`src/rtl/imm_ext_pipe.sv`:
```
// -----------------------------------------------------------------------------
// imm_ext_pipe
//
// Pipelined immediate extender for the decode stage. An accepted raw
// immediate is widened to DATA_W bits in the mode selected by ext_op and
// handed downstream through a valid/ready handshake. A two-entry buffer
// (output register OUT plus skid register SKID) absorbs execute-stage stalls
// so that no operand is ever dropped or duplicated, and entries always leave
// in the order they were accepted.
//
// Extension modes (ext_op):
//   000  imm placed in the top IMM_W bits (imm << (DATA_W-IMM_W))
//   001  zero-extend
//   010  sign-extend from imm[IMM_W-1]
//   011  constant CONST_VAL (truncated or zero-padded to DATA_W)
//   100  sign-extend then << 2   (branch offset; needs IMM_EXT_BRANCH_EN)
//   101  zero-extend then << 2   (jump index;    needs IMM_EXT_BRANCH_EN)
//   110/111 illegal: result 0, sets the sticky illegal_op flag
// Shifted-out bits beyond DATA_W are discarded, there is no saturation.
//
// Build option:
//   IMM_EXT_BRANCH_EN  defined  -> modes 100/101 are the scaled offsets above
//                      undefined -> modes 100/101 are illegal and the
//                                   offset-scaling logic is not built
//
// Parameters:
//   DATA_W     output width, must satisfy DATA_W >= IMM_W + 2
//   IMM_W      raw immediate width
//   CONST_VAL  value produced by mode 011
//
// Ports:
//   clk         rising-edge clock
//   rst_n       asynchronous active-low reset, clears all state immediately
//   in_valid    upstream presents an immediate
//   in_ready    block can accept this cycle (registered, = !skid valid)
//   imm         raw immediate
//   ext_op      extension mode
//   flush       synchronous discard of every buffered entry, highest priority
//   out_valid   extended holds a valid result
//   out_ready   downstream accepts the result this cycle
//   extended    extended result
//   illegal_op  sticky: an illegal ext_op was accepted (cleared by rst_n only)
// -----------------------------------------------------------------------------
module imm_ext_pipe #(
    parameter int          DATA_W    = 32,
    parameter int          IMM_W     = 16,
    parameter logic [31:0] CONST_VAL = 32'h0000_1234
) (
    input  logic              clk,
    input  logic              rst_n,
    input  logic              in_valid,
    output logic              in_ready,
    input  logic [IMM_W-1:0]  imm,
    input  logic [2:0]        ext_op,
    input  logic              flush,
    output logic              out_valid,
    input  logic              out_ready,
    output logic [DATA_W-1:0] extended,
    output logic              illegal_op
);

    // Constant mode value, zero-padded or truncated to the datapath width.
    localparam logic [DATA_W-1:0] CONST_EXT = DATA_W'(CONST_VAL);

    // ------------------------------------------------------------------
    // Storage
    // ------------------------------------------------------------------
    logic              out_valid_r;
    logic [DATA_W-1:0] out_data_r;
    logic              skid_valid_r;
    logic [DATA_W-1:0] skid_data_r;
    logic              illegal_r;

    logic              out_valid_nx_s;
    logic [DATA_W-1:0] out_data_nx_s;
    logic              skid_valid_nx_s;
    logic [DATA_W-1:0] skid_data_nx_s;
    logic              illegal_nx_s;

    // ------------------------------------------------------------------
    // Extension datapath
    // ------------------------------------------------------------------
    logic [DATA_W-1:0] zext_s;
    logic [DATA_W-1:0] sext_s;
    logic [DATA_W-1:0] high_s;
    logic [DATA_W-1:0] result_s;
    logic              op_illegal_s;
    logic              accept_s;

    // Basic widenings shared by several modes.
    always_comb begin
        zext_s = {{(DATA_W-IMM_W){1'b0}}, imm};
        sext_s = {{(DATA_W-IMM_W){imm[IMM_W-1]}}, imm};
        high_s = {imm, {(DATA_W-IMM_W){1'b0}}};
    end

    // Mode select; anything not listed (including 100/101 when offset
    // scaling is not built) yields zero and is flagged illegal.
    always_comb begin
        result_s     = {DATA_W{1'b0}};
        op_illegal_s = 1'b0;
        case (ext_op)
            3'b000: result_s = high_s;
            3'b001: result_s = zext_s;
            3'b010: result_s = sext_s;
            3'b011: result_s = CONST_EXT;
`ifdef IMM_EXT_BRANCH_EN
            3'b100: result_s = {sext_s[DATA_W-3:0], 2'b00};
            3'b101: result_s = {zext_s[DATA_W-3:0], 2'b00};
`endif
            default: begin
                result_s     = {DATA_W{1'b0}};
                op_illegal_s = 1'b1;
            end
        endcase
    end

    // in_ready comes straight from the skid valid register, so there is no
    // combinational path from out_ready back to the upstream stage.
    assign in_ready = ~skid_valid_r;
    assign accept_s = in_valid & ~skid_valid_r;

    // ------------------------------------------------------------------
    // Buffer next-state
    // ------------------------------------------------------------------
    // Decide where the accepted entry goes and how OUT/SKID advance.
    always_comb begin
        out_valid_nx_s  = out_valid_r;
        out_data_nx_s   = out_data_r;
        skid_valid_nx_s = skid_valid_r;
        skid_data_nx_s  = skid_data_r;
        if (flush) begin
            // Discard everything, including a same-cycle accept. The data
            // registers keep their values; they are don't-care once invalid.
            out_valid_nx_s  = 1'b0;
            skid_valid_nx_s = 1'b0;
        end else if (out_ready && skid_valid_r) begin
            // SKID drains into OUT. in_ready was low, so no accept now.
            out_valid_nx_s  = 1'b1;
            out_data_nx_s   = skid_data_r;
            skid_valid_nx_s = 1'b0;
        end else if (!out_valid_r || out_ready) begin
            // OUT is empty or being consumed while SKID is empty.
            if (accept_s) begin
                out_valid_nx_s = 1'b1;
                out_data_nx_s  = result_s;
            end else begin
                out_valid_nx_s = 1'b0;
            end
        end else begin
            // Stalled with OUT occupied: a new entry parks in SKID.
            if (accept_s) begin
                skid_valid_nx_s = 1'b1;
                skid_data_nx_s  = result_s;
            end else begin
                skid_valid_nx_s = skid_valid_r;
            end
        end
    end

    // Sticky illegal flag: set on any accepted illegal op, flush or not.
    always_comb begin
        if (accept_s && op_illegal_s) begin
            illegal_nx_s = 1'b1;
        end else begin
            illegal_nx_s = illegal_r;
        end
    end

    // ------------------------------------------------------------------
    // State registers
    // ------------------------------------------------------------------
    // Buffer and flag registers with asynchronous clear.
    always_ff @(posedge clk or negedge rst_n) begin
        if (!rst_n) begin
            out_valid_r  <= 1'b0;
            out_data_r   <= {DATA_W{1'b0}};
            skid_valid_r <= 1'b0;
            skid_data_r  <= {DATA_W{1'b0}};
            illegal_r    <= 1'b0;
        end else begin
            out_valid_r  <= out_valid_nx_s;
            out_data_r   <= out_data_nx_s;
            skid_valid_r <= skid_valid_nx_s;
            skid_data_r  <= skid_data_nx_s;
            illegal_r    <= illegal_nx_s;
        end
    end

    // Outputs are driven directly from registers.
    assign out_valid  = out_valid_r;
    assign extended   = out_data_r;
    assign illegal_op = illegal_r;

endmodule

```
`config.mk`:
```
export PLATFORM = sky130hd
export DESIGN_NAME = imm_ext_pipe
export DESIGN_NICKNAME = d
export VERILOG_FILES = /design/src/rtl/imm_ext_pipe.sv
export SDC_FILE = /design/constraint.sdc
export NUM_CORES = 1
export LEC_CHECK = 0
export CAP_MARGIN = 20
export CELL_PAD_IN_SITES_DETAIL_PLACEMENT = 1
export CELL_PAD_IN_SITES_GLOBAL_PLACEMENT = 1
export CORE_MARGIN = 3
export CORE_UTILIZATION = 42
export DETAILED_ROUTE_END_ITERATION = 8
export PLACE_DENSITY = 0.88
export SYNTH_ARGS = -nofsm -noshare
export SYNTH_HDL_FRONTEND = slang
export SYNTH_SLANG_ARGS = --single-unit
```
`constraint.sdc`:
```
create_clock -name clk -period 2.5 [get_ports clk]
set_clock_uncertainty 0.2 [all_clocks]
set_input_delay 0.25 -clock clk [delete_from_list [all_inputs] [get_ports clk]]
set_output_delay 0.25 -clock clk [all_outputs]
set_load 0.02 [all_outputs]
```
**Yosys cells after proc, flatten, opt, wreduce, memory -nomap -nowiden**

Index checks and enable logic that the tools add are counted.

- Muxes and demuxes: 13
- Shift-type cells: 0
- Order comparisons: 0
- Add/sub/neg operators: 0
- Equal/unequal tests: 4
- Div/mod/pow operators: 0
- Bitwise operators: 5
- Multiply operators: 0
- Reductions and logical operators: 13

Operator list:

| cell | count |
|---|---|
| 32-bit one-hot mux with 4 select lines | 1 |
| 32-bit 2-to-1 mux | 3 |
| 1-bit 2-to-1 mux | 9 |
| 3-bit by 2-bit equality test with 1-bit output (second input constant) | 2 |
| 3-bit nonzero test | 2 |
| 1-bit NOT | 4 |
| 4-bit AND reduction | 1 |
| 2-bit nonzero test | 2 |
| 4-bit OR reduction | 1 |
| 3-bit by 1-bit equality test with 1-bit output (second input constant) | 1 |
| 3-bit logical NOT | 1 |
| 3-bit inequality test (second input constant) | 1 |
| 3-bit AND reduction | 1 |
| 1-bit logical AND | 2 |
| 2-bit AND reduction | 1 |
| 1-bit AND | 1 |
| 1-bit logical NOT | 1 |
| 1-bit logical OR | 1 |

- Output and inout port bits: 35
- Bits in latches: 0
- Bits in registers: 67
- Bits in writable memories: 0
- ROM bits: 0
- Input bits: 24
- Memories kept: 0

**Longest topological paths before layout**

Gate-level depths: netlist of run 1.

- Depth in word-level cells: 6
- Depth in mapped cells: 6

**Least setup slack after synthesis of run 1**

No wires, ideal clock.

- Kind: register -> register
- Start point: reg out_valid_r (netlist: out_valid)
- End point: reg skid_data_r[26]
- Clock period less this slack: 1857 ps
- Arrival: 1533 ps
- Buffers on the path: 1
- Path slack: 643 ps
- Required time: 2175 ps
- Cell stages (with the launch flop): 5
- Path through: dfrtp_1 or3b_4 nor2_2 buf_4 mux2_2

- Word-level cells in the longest chain between the ends: 4

Ends and longest elaborated chain:

| item | RTL line | RTL |
|---|---|---|
| start: declaration | 68 | `logic out_valid_r;` |
| start signal: assignment | 182 | `out_valid_r <= out_valid_nx_s;` |
| 1-bit logical NOT | 142 | `end else if (!out_valid_r \|\| out_ready) begin` |
| 1-bit logical OR | 142 |  |
| 1-bit NOT (no line) | n/a |  |
| 4-bit AND reduction (no line) | n/a |  |
| end signal: assignment | 179 | `skid_data_r <= {DATA_W{1'b0}};` |
| end signal: assignment | 185 | `skid_data_r <= skid_data_nx_s;` |
| end: declaration | 71 | `logic [DATA_W-1:0] skid_data_r;` |

Every way passes these cells.
A chain may end at the register's enable or synchronous reset.

**Worst setup path in the final report of run 1**

- Start point: reg skid_valid_r
- End point: out in_ready

- Word-level cells in the longest chain between the ends: 1

Ends and longest elaborated chain:

| item | RTL line | RTL |
|---|---|---|
| start: declaration | 70 | `logic skid_valid_r;` |
| start signal: assignment | 184 | `skid_valid_r <= skid_valid_nx_s;` |
| 1-bit NOT | 120 | `assign in_ready = ~skid_valid_r;` |
| end: declaration | 52 | `output logic in_ready,` |

Every way passes these cells.

==> results.toml, run 1 <==
[routing]
wl_per_cell_um = 18.8
drt_iter0_drc = 116
remaining_drc_errors = 0
viasPerCell = 5.61
ant_nets = 0
drt_pre_antenna_iters = 4
vias = 2444
routed_wl_mm = 8.18

[power]
p_leak_nw = 1.91
powerDensity_nw_per_um2 = 637
ir_drop_mv = 0.339

[layout]
multi_input_area_sq_um = 1460
ff_latch_area_sq_um = 1680
fin_nets = 358
nFillCells = 773
final_common_cell = "dfrtp_1"
final_cell_mix = "67 x dfrtp_1, 57 x clkdlybuf4s50_1, 47 x mux2_2, 22 x mux2i_1, 18 x inv_1"
layout-drive-gt1-share = 0.246
final_util = 0.565
areaGrowthSynthToFinish_pct = 27.0
antenna_cells = 0

[clock_network]
h-tree-depth = 3
cts_resized = 0
root_buffer = "clkbuf_8"
clock_latency_ns = 0.34
clock-sinks = 67
cts-buffers-inserted = 9
clk_pin_slew_worst_paths_ns = 0.07
cts_tree = "yes"
clock_tree.buffer_depth = 2
cts_setup_buffers = 0

[sta]
worst_pin_slew_ns = 0.621
setup_viol_count_final = 0
drv_slew = 0
slew_headroom = 0.585
grt_setup_unrepaired = "false"
max_freq_mhz = 500
finalHoldViolations = 0
min_period_ns = 2.00
setup_tns_ns = 0
min_period_over_period = 0.800

[synth]
synth_mux_area_frac = 0.225
yosysSeqAreaShare = 0.504
syn_area_sq_um = 3330
yosys.area_share.xor_xnor = 0.00263
ys_warn_count = 0
synth-simple-area-share = 0.0695
synth_compound_area_frac = 0.124
avgSynthCellArea_sq_um = 12.0
synth_top_family_by_area = "multiplexers"
synth-seq-cells = 67
syn-num-nets = 301
synth_edf_count = 0
synth-adder-area-share = 0.0150
syn_inst = 277
synth_cell_type_count = 32
async_flop_share = 1.00
synth_top_flop_cell = "dfrtp_1"

[run]
drv.max_cap_violation_count = 0

[global_route]
grt_pass1_wl_mm = 13.9
gr-usage-all-layers = 0.200
grt_overflow_total = 0
antenna_found_initial = 0
grt_pass1_vias = 2648
grt_max_degree = 36

[outcome]
status = "completed"

[die]
die_w_um = 95.0
die_h_um = 95.0
die_area_sq_um = 9030
num_io_pins = 59
core-area_sq_um = 7490
fp-row-count = 31
start_util = 0.445

[critical_path]
path_cells = "inv_1 -> clkdlybuf4s50_1"
worstPathArrival_ns = 1.55
cpPeakStageDelay_ns = 0.61
critical_path.slowest_cell = "clkdlybuf4s50_1"
worstSetupStartpointType = "flip-flop"
cp-end-kind = "primary output"
ff2ff_setup_slack_ns = 0.66
path_max_fanout = 8
critPathKind = "reg2out"
critPathRequiredTime_ns = 2.05

[hold_path]
min_path_type = "in2async"

[place]
io_buffers = 58
place_congestion = 0.781
dpl.hpwl_mm = 5.87
worst max-delay path, delay by kind of cell (launching register included):
family                 cells  cell delay [ns]
buffers and inverters      2             0.75
DFF                        1             0.46
what timing repair did:
action | 4_1_cts | 5_1_grt
hold buffers | 1 | 0
endpoints found under the setup margin | 0 | 0
hold endpoints to repair | 47 | 0
power by group:
| group | leakage (nW) | internal (mW) | switching [mW] |
|---|---|---|---|
| sequential | 0.890 | 1.23 | 0.0787 |
| clock | 0.0908 | 0.398 | 0.395 |
| combinational | 0.926 | 0.305 | 0.289 |
synthesized netlist by cell type, types with 3 or more instances:
| cell | count | area, sq um |
|---|---|---|
| nand2b_1 | 7 | 43.8 |
| mux2_2 | 47 | 529 |
| buf_4 | 3 | 22.5 |
| o41ai_1 | 11 | 96.3 |
| nand3_1 | 11 | 55.1 |
| maj3_1 | 5 | 50.1 |
| buf_1 | 3 | 11.3 |
| inv_1 | 18 | 67.6 |
| a22o_1 | 16 | 140 |
| mux2i_1 | 22 | 220 |
| dfrtp_1 | 67 | 1680 |
| nor2_1 | 16 | 60.1 |
| o2bb2ai_1 | 15 | 131 |
| clkbuf_1 | 7 | 26.3 |
| buf_2 | 12 | 60.1 |
flip-flops by register name, summed over array words and instances, names as in the netlist:
| register | cells |
|---|---|
| out_valid | 1 |
| skid_valid_r | 1 |
| extended | 32 |
| skid_data_r | 32 |
| illegal_op | 1 |
stage by stage:
step | setup slack, ns | power [mW] | std cells | area, sq um | hold WS, ns
2_1_floorplan | 0.643 | 1.63 | 277 | 3330 | -0.246
3_3_place_gp | 0.333 | 1.89 | 421 | 4050 | -0.0248
5_1_grt | 0.440 | 2.83 | 436 | 4230 | 0.166
4_1_cts | 0.488 | 2.72 | 436 | 4230 | 0.139
6_report | 0.499 | 2.69 | 436 | 4230 | 0.145
3_5_place_dp | 0.259 | 1.92 | 421 | 4050 | -0.0215
cells by family (layout without fill, tap and decap cells):
kind of cell | Yosys count | in the layout
AOI/OAI and AO/OA | 48 | 48
xor gates and xnor gates | 1 | 1
adders and majority gates | 5 | 5
buffers and inverters | 44 | 104
DFF | 67 | 67
muxes | 69 | 69
and+or+nand+nor | 43 | 43
metal layers:
layer / part of all wire / wire length (um) / global-route usage
met1: 0.45 / 3700 / 0.264
met4: 0.018 / 148 / 0.0745
met3: 0.033 / 266 / 0.0331
met2: 0.50 / 4060 / 0.331
met5: 0 / 0 / 0
final cells by class:
cell class                      instances  area share
Sequential cell                        67       0.397
Multi-Input combinational cell        166       0.345
Timing Repair Buffer                   72       0.173
Clock buffer                           11      0.0358
Tap cell                               99      0.0293
Inverter                               18      0.0160
Clock inverter                          3     0.00355
path summary, 6_finish.rpt:
path	endpoint	cells after the start	from
setup / recovery	in_ready	2	skid_valid_r
hold / removal	extended[5]	2	rst_n
setup reg to reg	skid_data_r[19]	4	out_valid
hold reg to reg	illegal_op	1	illegal_op
max in group asynchronous	skid_data_r[10]	3	rst_n
min in group clk	illegal_op	1	illegal_op
Note: power is estimated with default switching activity, not from simulation.
==> run 2: changes to the inputs <==
--- a/config.mk
+++ b/config.mk
@@ -9,9 +9,9 @@
 export CELL_PAD_IN_SITES_DETAIL_PLACEMENT = 1
 export CELL_PAD_IN_SITES_GLOBAL_PLACEMENT = 1
 export CORE_MARGIN = 3
-export CORE_UTILIZATION = 42
+export CORE_UTILIZATION = 38
 export DETAILED_ROUTE_END_ITERATION = 8
-export PLACE_DENSITY = 0.88
+export PLACE_DENSITY = 0.84
 export SYNTH_ARGS = -nofsm -noshare
 export SYNTH_HDL_FRONTEND = slang
 export SYNTH_SLANG_ARGS = --single-unit
==> constraint.sdc (replaced) <==
create_clock -name clk -period 1.6 [get_ports clk]
set_clock_uncertainty 0.2 [all_clocks]
set_input_delay 0.16 -clock clk [delete_from_list [all_inputs] [get_ports clk]]
set_output_delay 0.16 -clock clk [all_outputs]
set_load 0.02 [all_outputs]
==> run 2 against run 1 <==
Against the previous run:
- the run now ends with negative setup slack left
- count of clock-buffer cells in the layout unchanged
- non-clock buffer count up 29
- critical path depth is 3 higher
- sequential share of layout area shrank 3.5 points
- combinational power up 66%
- global-route usage is 0.17 points higher
- clock power up 80%
- wire length grew 16%
- power rose by 66%
- hold slack got worse by 0.087 ns
- via count increased by 6.1%
- largest cell class unchanged
- largest power group unchanged
==> results.toml, run 2 (synthesis gave the netlist of run 1 again) <==
[global_route]
grt_max_degree = 68
grt_pass1_wl_mm = 15.5
antenna_found_initial = 0
grt_overflow_total = 0
grt_pass1_vias = 2812
gr-usage-all-layers = 0.202

[die]
start_util = 0.397
die_h_um = 99.6
core-area_sq_um = 8380
die_area_sq_um = 9920
num_io_pins = 59
fp-row-count = 33
die_w_um = 99.6

[critical_path]
worstSetupStartpointType = "flip-flop"
critPathKind = "reg2reg"
cp_top_family = "simple AND/OR/NAND/NOR gates"
cpPeakStageDelay_ns = 0.40
critical_path.slowest_cell = "or3b_4"
worstPathArrival_ns = 1.86
cp-end-kind = "flip-flop"
path_max_fanout = 5
critPathRequiredTime_ns = 1.63
path_cells = "or3b_4 -> nor2_4 -> buf_4 -> buf_12 -> mux2_2"
critical_path_buf_inv_count = 2

[sta]
finalHoldViolations = 0
min_period_ns = 1.83
max_freq_mhz = 547
slew_headroom = 0.714
setup_ws_ns = -0.229
grt_setup_unrepaired = "true"
min_period_over_period = 1.14
setup_tns_ns = -11.25
worst_pin_slew_ns = 0.429
drv_slew = 0
setup_viol_count_final = 65

[power]
design_power_total_mw = 4.46
ir_drop_mv = 0.713
powerDensity_nw_per_um2 = 959
p_leak_nw = 2.26

[routing]
drt_iter0_drc = 96
remaining_drc_errors = 0
wl_per_cell_um = 20.0
ant_nets = 0
drt_pre_antenna_iters = 4
routed_wl_mm = 9.47
vias = 2593
viasPerCell = 5.47

[clock_network]
clock_tree.buffer_depth = 2
root_buffer = "clkbuf_8"
clock_latency_ns = 0.35
clock-sinks = 67
h-tree-depth = 3
cts_tree = "yes"
cts-buffers-inserted = 9
clk_pin_slew_worst_paths_ns = 0.07

[run]
drv.max_cap_violation_count = 0

[layout]
layout-drive-gt1-share = 0.328
areaGrowthSynthToFinish_pct = 39.6
fin_nets = 388
antenna_cells = 0
final_common_cell = "dfrtp_1"
final_cell_mix = "65 x dfrtp_1, 40 x mux2_2, 34 x dlygate4sd2_1, 26 x buf_4"

[outcome]
status = "complete, but fails checks"
violations = "negative setup slack"

[place]
dpl.hpwl_mm = 6.09
place_congestion = 0.781
place_ws_ns = -0.525
io_buffers = 58

[hold_path]
min_path_type = "in2reg"
-- run 2: changes by cell type in the layout (fill, tap and decap cells not counted), moves of 6 or more --
cell	previous run	this run
dlygate4sd2_1	0	34
mux2_2	47	40
mux2_4	0	7
buf_12	4	10
clkdlybuf4s50_1	57	21
buf_4	9	26
-- run 2: area by class of cell --
type	instances	area [sq um]
clock buffer	11	141
clock inverter	5	52.6
fill	870	3730
inverter	18	70.1
multi-input combinational	167	1520
sequential	67	1680
tap	105	131
timing repair buffer	101	1050
-- run 2: worst register-to-register path, cell delays in order, from the launching register on --
cell     delay (ns)
dfrtp_2        0.37
or3b_4         0.40
nor2_4         0.14
buf_4          0.14
buf_12         0.11
mux2_2         0.34
-- run 2: worst paths after layout --
kind                             from               to  slack, ns  depth (start not counted)
setup / recovery            out_valid  skid_data_r[20]      -0.23                          5
hold / removal              out_ready        out_valid       0.06                          3
setup reg to reg            out_valid  skid_data_r[20]      -0.23                          5
hold reg to reg            illegal_op       illegal_op       0.27                          1
max in group asynchronous       rst_n     skid_valid_r       0.74                          3
min in group asynchronous       rst_n     extended[25]       0.15                          3
-- run 2: layer usage --
metal / share of wire / global-route usage / up-vias
met5: 0 / 0 / -
li1: - / - / 1176
met1: 0.42 / 0.257 / 1324
met4: 0.021 / 0.0630 / 0
met2: 0.51 / 0.344 / 72
met3: 0.044 / 0.0421 / 21
-- run 2: report_power, final --
group          leakage [nW]  switching [mW]  total, mW  internal, mW
Combinational          1.28           0.494      0.989         0.495
Sequential            0.888           0.123       2.04          1.91
Clock                0.0991           0.676       1.43         0.755
-- run 2: what timing repair did --
action | CTS | global route
resized for setup | 47 | 15
pin swaps | 0 | 0
endpoints found under the hold margin | 67 | 1
setup buffers | 6 | 3
cloned | 3 | 1
setup endpoints to repair | 99 | 66
hold buffers | 1 | 1
-- run 2: metrics by stage --
stage / utilization / cell area (sq um) / std cells / hold slack (ns)
2_1_floorplan: - / 3370 / 277 / -0.336
3_3_place_gp: 0.511 / 4280 / 444 / 0.00495
3_5_place_dp: 0.511 / 4280 / 444 / 0.00725
4_1_cts: 0.547 / 4580 / 470 / 0.165
5_1_grt: 0.555 / 4650 / 474 / 0.109
6_report: 0.555 / 4650 / 474 / 0.0580
==> run 3: changes to the inputs <==
--- a/config.mk
+++ b/config.mk
@@ -9,9 +9,10 @@
 export CELL_PAD_IN_SITES_DETAIL_PLACEMENT = 1
 export CELL_PAD_IN_SITES_GLOBAL_PLACEMENT = 1
 export CORE_MARGIN = 3
-export CORE_UTILIZATION = 38
+export CORE_UTILIZATION = 45
 export DETAILED_ROUTE_END_ITERATION = 8
-export PLACE_DENSITY = 0.84
+export DONT_BUFFER_PORTS = 1
+export PLACE_DENSITY = 0.83
 export SYNTH_ARGS = -nofsm -noshare
 export SYNTH_HDL_FRONTEND = slang
 export SYNTH_SLANG_ARGS = --single-unit
==> run 3 against run 2 <==
Against the previous run:
- the flow finishes with violations (negative hold slack, negative setup slack)
- cell count fell by 13%
- core utilization rose by 13 points
- global-route usage rose by 7.3 points
- setup slack got worse by 0.059 ns
- register-to-register slack got worse by 0.06 ns
- sequential power rose by 10%
- wire length rose by 48%
- power rose by 7.0%
- flip-flop and latch count did not move
- via count rose by 3.8%
- final area rose by 3.2%
- clock power rose by 13%
- critical path type unchanged
- largest cell class is now multi-input gates
==> results.toml, run 3 (synthesis gave the netlist of run 1 again) <==
[routing]
remaining_drc_errors = 0
routed_wl_mm = 14.1
viasPerCell = 6.50
drt_iter0_drc = 157
vias = 2692
ant_nets = 0
wl_per_cell_um = 34.0
drt_pre_antenna_iters = 4

[clock_network]
root_buffer = "clkbuf_8"
cts_tree = "yes"
clk_pin_slew_worst_paths_ns = 0.09
clock_tree.buffer_depth = 2
clock_latency_ns = 0.37
cts-buffers-inserted = 9
clock-sinks = 67
h-tree-depth = 3

[power]
power_frac_seq = 0.472
p_clk_frac = 0.341
p_int_mw = 3.30
pwr-share-comb = 0.187
power.switching_mw = 1.47
p_leak_nw = 2.17
swShare = 0.309
powerDensity_nw_per_um2 = 994
ir_drop_mv = 0.664
design_power_total_mw = 4.77

[global_route]
antenna_found_initial = 0
grt_pass1_vias = 2880
grt_pass1_wl_mm = 17.4
grt_overflow_total = 0
grt_max_degree = 68
gr-usage-all-layers = 0.275

[die]
fp-row-count = 30
start_util = 0.477
core-area_sq_um = 6980
num_io_pins = 59
die_h_um = 92.0
die_area_sq_um = 8470
die_w_um = 92.0

[sta]
max_freq_mhz = 530
holdWs_ns = -0.733
finalHoldViolations = 67
worst_pin_slew_ns = 1.29
slew_headroom = 0.141
min_period_ns = 1.89
min_period_over_period = 1.18
drv_slew = 0
setup_ws_ns = -0.288
grt_setup_unrepaired = "true"
setup_viol_count_final = 64

[layout]
layout-drive-gt1-share = 0.434
antenna_cells = 0
final_cell_mix = "65 x dfrtp_1, 36 x mux2_4, 21 x mux2i_1, 20 x dlygate4sd3_1, 17 x inv_1"
final_util = 0.687
fin_cells = 414
fin_nets = 338
areaGrowthSynthToFinish_pct = 44.0
final_common_cell = "dfrtp_1"
nFillCells = 599

[critical_path]
critPathKind = "reg2reg"
cp-end-kind = "flip-flop"
worstPathArrival_ns = 1.93
critPathRequiredTime_ns = 1.64
worstSetupStartpointType = "flip-flop"
path_max_fanout = 17

[hold_path]
min_path_type = "in2async"

[place]
io_buffers = 0
place_congestion = 0.772
dpl.hpwl_mm = 5.55
dpl.cell_count = 361
place_ws_ns = -0.205

[run]
drv.max_cap_violation_count = 0

[outcome]
status = "complete, but fails checks"
violations = "negative hold slack, negative setup slack"
## run 3: stage by stage
| step | setup TNS (ns) | instance area, sq um |
|---|---|---|
| final | -13.78 | 4800 |
| after floorplan | -7.94 | 3370 |
| after global routing | -15.28 | 4800 |
| after CTS | -11.41 | 4190 |
| after detailed placement | -8.28 | 3510 |
| after global placement | -6.05 | 3510 |
## run 3: worst paths after layout
kind	cells after the start	to	slack [ns]	startpoint
max in group asynchronous	0	extended[9]	1.81	rst_n
setup reg to reg	4	skid_data_r[28]	-0.29	out_valid
hold / removal	0	extended[0]	-0.73	rst_n
hold reg to reg	1	skid_data_r[31]	0.33	skid_data_r[31]
setup / recovery	4	skid_data_r[28]	-0.29	out_valid
min in group clk	3	extended[1]	0.02	imm[1]
## run 3: cell type report
class,count,area (sq um),area share
clock buffer,13,149,0.0310
clock inverter,2,60.1,0.0125
inverter,18,67.6,0.0141
multi-input combinational,167,2070,0.431
sequential,67,1680,0.350
tap,96,120,0.0250
timing repair buffer,51,652,0.136
## run 3: routing by layer
layer | share of wire | GRT usage | up-vias
li1 | - | - | 1072
met5 | 0 | 0 | -
met4 | 0.051 | 0.0941 | 0
met2 | 0.50 | 0.498 | 161
met1 | 0.37 | 0.325 | 1407
met3 | 0.076 | 0.0533 | 52
## run 3: power groups by stage
stage,Sequential [mW],Clock (mW),Combinational (mW)
3_3_place_gp,2.19,0,0.446
6_report,2.25,1.62,0.893
3_5_place_dp,2.21,0,0.476
2_1_floorplan,2.16,0,0.408
5_1_grt,2.27,1.72,0.924
4_1_cts,2.18,1.57,0.642
## run 3: critical path: stages, from the launching register on
cell and delay, ns:
dfrtp_2 0.40, or3b_4 0.44, nor2_4 0.14, buf_12 0.18, mux2_2 0.39
## run 3: timing repair
| action | 4_1_cts | 5_1_grt |
|---|---|---|
| gates cloned | 4 | 5 |
| pin swaps | 1 | 22 |
| gates resized for setup | 36 | 77 |
| hold buffers | 20 | 1 |
| setup buffers | 7 | 1 |
| setup endpoints to repair | 63 | 66 |
| hold endpoints to repair | 120 | 69 |
